### config.mk
export PLATFORM = sky130hd
export DESIGN_NAME = alu_seq
export DESIGN_NICKNAME = d
export VERILOG_FILES = /design/src/rtl/alu_seq.sv
export SDC_FILE = /design/constraint.sdc
export NUM_CORES = 1
export LEC_CHECK = 0
export BUFFER_PORTS_ARGS = -buffer_cell sky130_fd_sc_hd__buf_2
export CAP_MARGIN = 20
export CORE_AREA = 2 2 169 337
export CTS_CLUSTER_SIZE = 8
export DETAILED_ROUTE_END_ITERATION = 8
export DIE_AREA = 0 0 171 339
export PLACE_DENSITY_LB_ADDON = 0.05
export SLEW_MARGIN = 0
export SYNTH_ARGS = -nofsm -noshare
export SYNTH_HDL_FRONTEND = slang
export SYNTH_SLANG_ARGS = --single-unit
### constraint.sdc
create_clock -name clock -period 5.62 [get_ports clock]
set_input_delay 1.124 -clock clock [delete_from_list [all_inputs] [get_ports clock]]
set_output_delay 1.124 -clock clock [all_outputs]
set_load 0.05 [all_outputs]
### src/rtl/alu_seq.sv
// alu_seq: multi-cycle ALU with Booth multiply and, when ALU_SEQ_DIV_EN is defined, non-restoring divide.
// Latency: 1 edge for single-cycle/error ops, WIDTH+1 for mul, WIDTH+2 for div.
// Backpressure: start is accepted only in IDLE or DONE; a start seen while busy is dropped.
module alu_seq #(
  parameter int WIDTH = 32,
  parameter int SHW   = $clog2(WIDTH)
) (
  input  logic               clock,
  input  logic               clear,
  input  logic               start,
  input  logic [3:0]         op,
  input  logic [WIDTH-1:0]   a,
  input  logic [WIDTH-1:0]   b,
  output logic               busy,
  output logic               done,
  output logic [2*WIDTH-1:0] result,
  output logic               zero,
  output logic               err
);
  localparam logic [3:0] OP_ADD  = 4'b0000;
  localparam logic [3:0] OP_SUB  = 4'b0001;
  localparam logic [3:0] OP_AND  = 4'b0010;
  localparam logic [3:0] OP_OR   = 4'b0011;
  localparam logic [3:0] OP_NEG  = 4'b0100;
  localparam logic [3:0] OP_NOT  = 4'b0101;
  localparam logic [3:0] OP_SHRA = 4'b0110;
  localparam logic [3:0] OP_MUL  = 4'b0111;
  localparam logic [3:0] OP_SHL  = 4'b1000;
  localparam logic [3:0] OP_SHR  = 4'b1001;
  localparam logic [3:0] OP_DIV  = 4'b1010;
  localparam logic [3:0] OP_ROL  = 4'b1011;
  localparam logic [3:0] OP_ROR  = 4'b1100;
  localparam int         CW      = SHW + 1;

  typedef enum logic [2:0] {S_IDLE, S_ONE, S_MUL, S_DIV, S_FIX, S_DONE} state_t;
  state_t state, state_nxt;

  logic               accept, go_mul, go_div;
  logic [WIDTH-1:0]   areg, breg, qreg;
  logic [3:0]         opr;
  logic [CW-1:0]      cnt;
  logic [WIDTH:0]     acc, msx, bsum;
  logic               qm1;
  logic [SHW-1:0]     sh;
  logic [2*WIDTH-1:0] rol_w, ror_w, one_res;
  logic [WIDTH-1:0]   lo, hi;
  logic               one_err;

  assign go_mul = (op == OP_MUL);
`ifdef ALU_SEQ_DIV_EN
  assign go_div = (op == OP_DIV) && (b != '0);
`else
  assign go_div = 1'b0;
`endif

  always_ff @(posedge clock) begin
    if (clear) state <= S_IDLE;
    else       state <= state_nxt;
  end

  always_comb begin
    state_nxt = state;
    busy      = 1'b0;
    done      = 1'b0;
    accept    = 1'b0;
    case (state)
      S_IDLE, S_DONE: begin
        done      = (state == S_DONE);
        state_nxt = S_IDLE;
        if (start) begin
          accept    = 1'b1;
          state_nxt = go_mul ? S_MUL : (go_div ? S_DIV : S_ONE);
        end
      end
      S_ONE: begin
        busy      = 1'b1;
        state_nxt = S_DONE;
      end
      S_MUL: begin
        busy = 1'b1;
        if (cnt == '0) state_nxt = S_DONE;
      end
`ifdef ALU_SEQ_DIV_EN
      S_DIV: begin
        busy = 1'b1;
        if (cnt == '0) state_nxt = S_FIX;
      end
      S_FIX: begin
        busy      = 1'b1;
        state_nxt = S_DONE;
      end
`endif
      default: state_nxt = S_IDLE;
    endcase
  end

  // Booth step: acc is one bit wider than the operand so adding/subtracting the most negative multiplicand cannot overflow.
  assign msx = {areg[WIDTH-1], areg};
  always_comb begin
    case ({qreg[0], qm1})
      2'b10:   bsum = acc - msx;
      2'b01:   bsum = acc + msx;
      default: bsum = acc;
    endcase
  end

  assign sh    = breg[SHW-1:0];
  assign rol_w = {areg, areg} << sh;
  assign ror_w = {areg, areg} >> sh;

  always_comb begin
    lo      = '0;
    hi      = '0;
    one_err = 1'b0;
    case (opr)
      OP_ADD:  lo = areg + breg;
      OP_SUB:  lo = areg - breg;
      OP_AND:  lo = areg & breg;
      OP_OR:   lo = areg | breg;
      OP_NEG:  lo = -areg;
      OP_NOT:  lo = ~areg;
      OP_SHRA: lo = $signed(areg) >>> sh;
      OP_SHL:  lo = areg << sh;
      OP_SHR:  lo = areg >> sh;
      OP_ROL:  lo = rol_w[2*WIDTH-1:WIDTH];
      OP_ROR:  lo = ror_w[WIDTH-1:0];
      OP_DIV: begin
`ifdef ALU_SEQ_DIV_EN
        hi = areg;
        lo = '1;
`endif
        one_err = 1'b1;
      end
      default: one_err = 1'b1;
    endcase
    one_res = {hi, lo};
  end

`ifdef ALU_SEQ_DIV_EN
  // Divider runs on magnitudes; signs are applied once in FIX.
  logic [WIDTH+1:0] rem, rem_sh, rem_nxt, dext;
  logic [WIDTH-1:0] amag, dmag, rem_fix, quo, rmd;
  assign amag    = a[WIDTH-1] ? -a : a;
  assign dmag    = breg[WIDTH-1] ? -breg : breg;
  assign dext    = {2'b00, dmag};
  assign rem_sh  = {rem[WIDTH:0], qreg[WIDTH-1]};
  assign rem_nxt = rem[WIDTH+1] ? rem_sh + dext : rem_sh - dext;
  assign rem_fix = rem[WIDTH+1] ? rem[WIDTH-1:0] + dmag : rem[WIDTH-1:0];
  assign quo     = (areg[WIDTH-1] ^ breg[WIDTH-1]) ? -qreg : qreg;
  assign rmd     = areg[WIDTH-1] ? -rem_fix : rem_fix;
`endif

  // Iterating states count cnt down from WIDTH; the cnt==0 cycle finishes without stepping.
  always_ff @(posedge clock) begin
    if (clear) begin
      areg   <= '0;
      breg   <= '0;
      opr    <= '0;
      cnt    <= '0;
      acc    <= '0;
      qreg   <= '0;
      qm1    <= 1'b0;
      result <= '0;
      zero   <= 1'b0;
      err    <= 1'b0;
`ifdef ALU_SEQ_DIV_EN
      rem    <= '0;
`endif
    end else if (accept) begin
      areg <= a;
      breg <= b;
      opr  <= op;
      cnt  <= CW'(WIDTH);
      acc  <= '0;
      qm1  <= 1'b0;
      qreg <= b;
`ifdef ALU_SEQ_DIV_EN
      rem  <= '0;
      if (op == OP_DIV) qreg <= amag;
`endif
    end else begin
      case (state)
        S_ONE: begin
          result <= one_res;
          zero   <= (one_res == '0);
          err    <= one_err;
        end
        S_MUL: begin
          if (cnt != '0) begin
            acc  <= {bsum[WIDTH], bsum[WIDTH:1]};
            qreg <= {bsum[0], qreg[WIDTH-1:1]};
            qm1  <= qreg[0];
            cnt  <= cnt - 1'b1;
          end else begin
            result <= {acc[WIDTH-1:0], qreg};
            zero   <= ({acc[WIDTH-1:0], qreg} == '0);
            err    <= 1'b0;
          end
        end
`ifdef ALU_SEQ_DIV_EN
        S_DIV: begin
          if (cnt != '0) begin
            rem  <= rem_nxt;
            qreg <= {qreg[WIDTH-2:0], ~rem_nxt[WIDTH+1]};
            cnt  <= cnt - 1'b1;
          end
        end
        S_FIX: begin
          result <= {rmd, quo};
          zero   <= ({rmd, quo} == '0);
          err    <= 1'b0;
        end
`endif
        default: ;
      endcase
    end
  end
endmodule

# Word level (Yosys, flattened, before mapping)
# Index checks and enable logic that the tools add are counted.
totals:
  regBits: 208
  elab_cells: 84
  out_inout_bits: 68
classes:
  mux: 23
  n_bitwise: 4
  add_sub_neg: 6
  eq_ne: 18
  n_shift: 5
  reduce_logical: 16
op_table:
  columns: ["op", "count"]
  rows:
  - ["$pmux W32 S11", 1]
  - ["$logic_not A64 Y1", 2]
  - ["$pmux W64 S2", 1]
  - ["$mux W32", 3]
  - ["$pmux W33 S2", 1]
  - ["$mux W64", 1]
  - ["$shl A64 B5 Y64", 1]
  - ["$shr A64 B5 Y32", 1]
  - ["$add A32 B32 Y33", 1]
  - ["$sub A32 B32 Y33", 1]
  - ["$add A32 B32 Y32", 1]
  - ["$and A32 B32 Y32", 1]
  - ["$neg A32 Y32", 1]
  - ["$not A32 Y32", 1]
  - ["$or A32 B32 Y32", 1]
  - ["$shl A32 B5 Y32", 1]
  - ["$shr A32 B5 Y32", 1]
  - ["$sshr A32 B5 Y32", 1]
  - ["$sub A32 B32 Y32", 1]
  - ["$mux W6", 3]
  - ["$eq A4 B3 Y1 const B", 4]
  - ["$eq A4 B4 Y1 const B", 4]
  - ["$reduce_or A11 Y1", 1]
  - ["$pmux W3 S3", 1]
  - ["22 further kinds", 37]

# Logic depth before layout (Yosys ltp)
# Gate-level depths: netlist of the first run.
logic_depth:
  depth_word: 5
  ltp_mapped: 25
  mapped_depth_nobuf: 19

# Worst setup path before layout of the first run
# OpenSTA, ideal clock, no wires.
synth_path:
  path_type: "flip-flop to flip-flop"
  start: "reg breg[0]"
  end: "reg zero"
  setup_ns: 0.059
  path_slack_ns: 0.717
  path_buffers: 5
  t_arrival_ns: 4.844
  synth_period_minus_slack_ns: 4.903
  required_ns: 5.561
  stages_incl_launch_ff: 23
  path_cell_list: "dfxtp_1 > buf_4 > inv_1 > buf_2 > buf_2 > buf_2 > buf_2 > ha_1 > and3_1 > nor2_1 > xnor2_1 > ha_1 > a21o_1 > a21o_1 > a2111oi_0 > o311ai_0 > o21a_1 > a41oi_2 > o211ai_1 > nand3_1 > or3b_2 > nor2_1 > a41o_1"
synth_between:
  elab_chain_cells: 4
  elab_cells_between_ends: 12
  cone_classes: "add/sub: 2; shift: 5; mux: 2; bitwise: 2; reduce/logical: 1"
synth_rtl:
  columns: ["item", "line", "source"]
  rows:
  - ["start: declaration", "39", "logic [WIDTH-1:0] areg, breg, qreg;"]
  - ["start signal: assignment", "157", "breg <= '0;"]
  - ["start signal: assignment", "171", "breg <= b;"]
  - ["$sub A32 B32 Y32, or another cell as far along", "117", "OP_SUB: lo = areg - breg;"]
  - ["$pmux W32 S11 (*)", "115", "case (opr)"]
  - ["$logic_not A64 Y1 (*)", "185", "zero <= (one_res == '0);"]
  - ["$pmux W1 S2 (*)", "182", "case (state)"]
  - ["end signal: assignment", "185", null]
  - ["end signal: assignment", "196", "zero <= ({acc[WIDTH-1:0], qreg} == '0);"]
  - ["end: declaration", "17", "output logic zero,"]
# Mark *: on every way between the ends. The rest lies on a longest branch, timed or not.
# A chain may end at the register's enable or synchronous reset.

# Worst setup path in the final report of the first run
layout_path:
  start: "reg breg[8]"
  end: "reg zero"
layout_between:
  elab_chain_cells: 4
  elab_cells_between_ends: 7
  cone_classes: "add/sub: 2; mux: 2; bitwise: 2; reduce/logical: 1"
layout_rtl:
  columns: ["item", "line"]
  rows:
  - ["$sub A32 B32 Y32, or another cell as far along", "117"]
  - ["$pmux W32 S11 (*)", "115"]
  - ["$logic_not A64 Y1 (*)", "185"]
  - ["$pmux W1 S2 (*)", "182"]
# Marked as above.

==> results of run 1 <==
per-stage QoR:
stage | cells | hold slack [ns] | utilization [%] | power [mW] | TNS [ns]
final | 3656 | 0.453 | 44.6 | 7.39 | 0
after global routing | 3646 | 0.473 | 44.5 | 7.57 | 0
after CTS | 3630 | 0.456 | 44.3 | 7.08 | 0
after detailed placement | 3597 | 0.445 | 42.8 | 5.43 | 0
after global placement | 3596 | 0.441 | 42.8 | 5.42 | -0.206
after floorplan | 2840 | 0.440 | - | 3.94 | 0
worst register-to-register path: stages, from the launching register on:
cell and delay (ns):
dfxtp_1 0.37, or4_1 0.61, nor4_1 0.40, nand3b_1 0.22
nor4_1 0.54, buf_4 0.22, a21oi_1 0.10, xnor2_1 0.15
ha_1 0.27, nor3b_1 0.18, a211oi_1 0.32, o211ai_1 0.19
a221oi_1 0.52, o21ai_1 0.14, nor2_1 0.23, o21ai_1 0.14
or3b_2 0.50, nor2_1 0.11, a41o_1 0.18
sequential cells by signal (all words and copies together), names as in the netlist:
name / flops
qm1: 1
cnt: 6
acc: 32
breg: 32
zero: 1
areg: 32
opr: 4
result: 64
state: 3
err: 1
qreg: 32
cells in the final DEF, fill, tap and decap left out, drive strengths merged, types with 42 or more instances in the layout:
| cell type | instances |
|---|---|
| nor4 | 43 |
| buf | 307 |
| a21o | 42 |
| a211oi | 47 |
| ha | 71 |
| xnor2 | 59 |
| o21ai | 127 |
| xor2 | 72 |
| mux2i | 96 |
| nand3 | 47 |
| a21oi | 245 |
| dfxtp | 208 |
| a31oi | 47 |
| nand2 | 364 |
| nor2 | 345 |
| nor3 | 54 |
| mux4 | 126 |
| o211ai | 46 |
metal layers:
metal,global-route usage (%),share of wire (%),up-vias
met5,0.870,0.17,-
met1,48.0,32,12400
met4,46.1,12,24
met3,19.1,10,673
met2,70.4,45,1812
li1,-,-,10700
power by group:
part	switching, mW	total, mW	internal, mW
combinational	2.72	4.00	1.29
sequential	0.157	1.74	1.58
clock	0.696	1.65	0.955
total	3.57	7.39	3.82
cell families after synthesis:
group | Yosys count | share of synthesized area [%]
xor+xnor | 131 | 5.24
compound gates | 815 | 24.4
buf+inv | 321 | 6.30
mux | 245 | 18.5
fa+ha+maj | 91 | 5.06
simple gates | 1029 | 21.5
flops | 208 | 19.0
path summary, 6_finish.rpt:
path               end  slack, ns  cells after the start
min          result[4]       0.45                      2
max reg2reg       zero       0.17                     18
min reg2reg  result[4]       0.45                      2
max               zero       0.17                     18
area by class of cell:
type	instances	share of cell area, %
inverters	35	0.533
well taps	744	3.78
clock inverters	2	0.0508
repair buffers	312	8.44
clock buffers	31	3.15
multi-input cells	2311	66.9
flip-flops and latches	208	17.0
diodes	13	0.132
==> results_dict.tcl, run 1 <==
set metrics [dict create \
    status "finished, final reports clean" \
    cts_resized 0 \
    syn_inst 2840 \
    fin_skew_ns 0.0190 \
    multi_input_area_um2 16500 \
    vias 25600 \
    leakagePower_nw 9.53 \
    postCtsSetupRepairBufs 0 \
    worst-path-buf-inv 1 \
    core_area_um2 55300 \
    ant_nets 0 \
    timing.critical_path.from "breg[8]" \
    clkLatencyLatePin_ns 0.59 \
    syn_area_um2 21900 \
    hpwl_mm 96.1 \
    ys_ff_latch 208 \
    clockRootBuffer "clkbuf_16" \
    cp-start-kind "flop" \
    io_buffer_count 138 \
    htreeDepth 1 \
    grt.overflow.total 0 \
    synthDominantCellAreaShare_pct 19.0 \
    hold_viol_final 0 \
    slew_headroom_pct 8.41 \
    min_from "result[4]" \
    path_cells "or4_1 -> nor4_1 -> nand3b_1 -> nor4_1 -> buf_4 -> a21oi_1 -> xnor2_1 -> ha_1 -> nor3b_1 -> a211oi_1 -> o211ai_1 -> a221oi_1 -> o21ai_1 -> nor2_1 -> o21ai_1 -> or3b_2 -> nor2_1 -> a41o_1" \
    pwr_density_cell_nw_per_um2 300 \
    yosysUniqueCellTypes 94 \
    regArea_um2 4180 \
    grt_pass1_vias 24400 \
    synth_area_per_cell_um2 7.72 \
    r2r_start "breg[8]" \
    period_needed_ns 5.45 \
    first_iter_violations 3010 \
    clockBufferDepth 3 \
    drive_gt1_share_pct 18.7 \
    yosysWarningCount 0 \
    grt.total_usage_pct 46.9 \
    yosysTopAreaCell "dfxtp_1" \
    cts_hold_buffers 0 \
    antenna_found_initial 28 \
    setup_ws_ns 0.173 \
    worst_pin_slew_ns 1.37 \
    die_x_um 171 \
    peakVddDrop_uv 285 \
    syn2layout_area_growth_pct 12.5 \
    dr.pass1.iters 6 \
    cpPeakStageDelay_ns 0.61 \
    grt_max_degree 111 \
    rows 122 \
    wl_per_cell_um 37.1 \
    clock.fmax_mhz 184 \
    pre_cts_slack_ns 0.400 \
    cts-buffers-inserted 30 \
    cp-end-kind "flop" \
    drt_wl_total_mm 136 \
    clk_pin_slew_ns 0.06 \
    final-setup-viol-count 0 \
    period_share_pct 96.9 \
    grt_pass1_wl_mm 191 \
    finalInstanceArea_um2 24600 \
    synth_most_common_cell "nand2_1" \
    ys_top_cells_by_count "364 x nand2_1, 344 x nor2_1, 245 x a21oi_1, 208 x dfxtp_1, 203 x clkbuf_1" \
    place_area_um2 23700 \
    hp-class "flop to flop" \
    ys_async_sr_fraction_pct 0 \
    drc 0 \
    synthesis.nets 2984 \
    io_pins 139 \
    synth-main-ff-cell "dfxtp_1" \
    nFillCells 5718 \
    ys_seq_area_share_pct 19.0 \
    crit_family "simple AND/OR/NAND/NOR gates" \
    drt-vias-per-instance 7.00 \
    cts_tree "built" \
    critPathSlowestCell "or4_1" \
    fin_nets 3042 \
    clock_sinks 208 \
    place.gp.congestion 1.10 \
    crit_arrival_ns 5.97 \
    die_area_um2 58000 \
    die_h_um 339 \
    cap_violations 0 \
    synth_edf_count 0 \
    cp_max_fo 7 \
    slew_violations 0 \
    crit_type "flop to flop" \
    yosys-top-cells-area "dfxtp_1 19%, mux4_2 13%, nand2_1 6.2%" \
    grt_setup_unrepaired "no" \
    cp.required_ns 6.14 \
    start_util_pct 39.7 \
]
Note: power is estimated with default switching activity, not from simulation.
==> run 2: changes to the inputs <==
- SETUP_SLACK_MARGIN: unset -> 0.3
==> run 2 against run 1 <==
  * Critical endpoint unchanged
  * Sequential power barely moved
  * Flip-flop and latch count did not move
  * Clock power barely moved
  * First-iteration DRC count rose by 1.1%
==> results_dict.tcl, run 2 (synthesized netlist as in run 1, its figures left out) <==
set metrics [dict create \
    drt_wl_total_mm 134 \
    period_needed_ns 5.16 \
    grt_max_degree 111 \
    die_x_um 171 \
    cpPeakStageDelay_ns 0.71 \
    drt-vias-per-instance 6.98 \
    path_cells "or4_1 -> nor4_2 -> nor4b_2 -> buf_4 -> a21oi_1 -> xnor2_1 -> ha_1 -> a21oi_1 -> o21ai_0 -> a22o_1 -> a311oi_1 -> o211ai_1 -> a221oi_1 -> nand2_1 -> nor4_2 -> a41o_1" \
    crit_type "flop to flop" \
    grt_pass1_wl_mm 191 \
    rows 122 \
    place_area_um2 23700 \
    grt_pass1_vias 24400 \
    pwr_density_cell_nw_per_um2 299 \
    cap_violations 0 \
    die_h_um 339 \
    layout_common_cells "363 x nand2_1, 340 x nor2_1, 245 x a21oi_1" \
    pre_cts_slack_ns 0.400 \
    worst_pin_slew_ns 1.45 \
    rrSetupSlack_ns 0.46 \
    drive_gt1_share_pct 18.9 \
    fin_skew_ns 0.0211 \
    postCtsSetupRepairBufs 0 \
    leakagePower_nw 9.54 \
    top_register "result" \
    layout_commonest_cell "nand2_1" \
    worst-path-buf-inv 1 \
    reg2regPathDepth 16 \
    clock_sinks 208 \
    setup_ws_ns 0.465 \
    slew_violations 0 \
    antenna_found_initial 27 \
    cts_tree "built" \
    cp-start-kind "flop" \
    place.gp.congestion 1.10 \
    path_depth 16 \
    ant_nets 0 \
    wl_per_cell_um 36.7 \
    cts-buffers-inserted 30 \
    critPathSlowestCell "a221oi_1" \
    slew_headroom_pct 3.18 \
    io_pins 139 \
    crit_family "compound AO/OA/AOI/OAI gates" \
    regArea_um2 4180 \
    grt.total_usage_pct 46.9 \
    cp-end-kind "flop" \
    fin_nets 3042 \
    clkLatencyLatePin_ns 0.59 \
    core_area_um2 55300 \
    cp_max_fo 10 \
    nFillCells 5717 \
    hpwl_mm 96.1 \
    holdWs_ns 0.453 \
    cts_hold_buffers 0 \
    clk_pin_slew_ns 0.07 \
    finalInstanceArea_um2 24700 \
    start_util_pct 39.7 \
    fin_setup_tns_ns 0 \
    largest_register_ffs 64 \
    dr.pass1.iters 6 \
    first_iter_violations 3044 \
    io_buffer_count 138 \
    peakVddDrop_uv 285 \
    period_share_pct 91.7 \
    multi_input_area_um2 16500 \
    vias 25600 \
    hold_depth 2 \
    clockRootBuffer "clkbuf_16" \
    drc 0 \
    die_area_um2 58000 \
    status "finished, final reports clean" \
    final-setup-viol-count 0 \
    hp-class "flop to flop" \
    grt.overflow.total 0 \
    cp.required_ns 6.14 \
    crit_arrival_ns 5.68 \
    htreeDepth 1 \
    grt_setup_unrepaired "yes" \
    syn2layout_area_growth_pct 12.7 \
    finalPower_mw 7.37 \
    hold_viol_final 0 \
    clock.fmax_mhz 194 \
    clockBufferDepth 3 \
]
## run 2: area by class of cell
cell class              instances  share of cell area, %
diodes                         21                  0.213
clock buffers                  31                   3.14
clock inverters                 2                 0.0507
inverters                      35                  0.532
multi-input cells            2311                   66.9
flip-flops and latches        208                   16.9
well taps                     744                   3.77
repair buffers                312                   8.42
## run 2: timing repair
action / CTS / global route
resized for setup: 0 / 8
endpoints found under the setup margin: 0 / 8
endpoints found under the hold margin: 0 / 0
## run 2: per-stage QoR
stage,util [%],cells
global placement,42.8,3596
CTS,44.3,3630
floorplan,-,2840
finish,44.7,3664
global route,44.6,3645
detailed placement,42.8,3597
## run 2: power breakdown
part / internal, mW / leakage [nW] / total [mW] / switching, mW
Sequential: 1.58 / 1.70 / 1.74 / 0.157
Combinational: 1.29 / 7.46 / 4.00 / 2.71
Clock: 0.955 / 0.386 / 1.64 / 0.689
Total: 3.82 / 9.54 / 7.37 / 3.55
## run 2: final timing paths
kind         startpoint          to
max             breg[8]        zero
min          result[21]  result[21]
max reg2reg     breg[8]        zero
min reg2reg  result[21]  result[21]
## run 2: tightest hold or removal path, delay by kind of cell (launching register included)
family / cells / cell delay, ns
flip-flops: 1 / 0.30
AND/OR/NAND/NOR: 1 / 0.05
AO/OA/AOI/OAI: 1 / 0.05
## run 2: layer usage
layer | track usage (%) | routed length, um | vias up
li1 | - | - | 10700
met1 | 48.0 | 43700 | 12400
met2 | 70.4 | 61000 | 1791
met3 | 19.1 | 13300 | 672
met4 | 46.1 | 16200 | 20
met5 | 0.870 | 204 | -
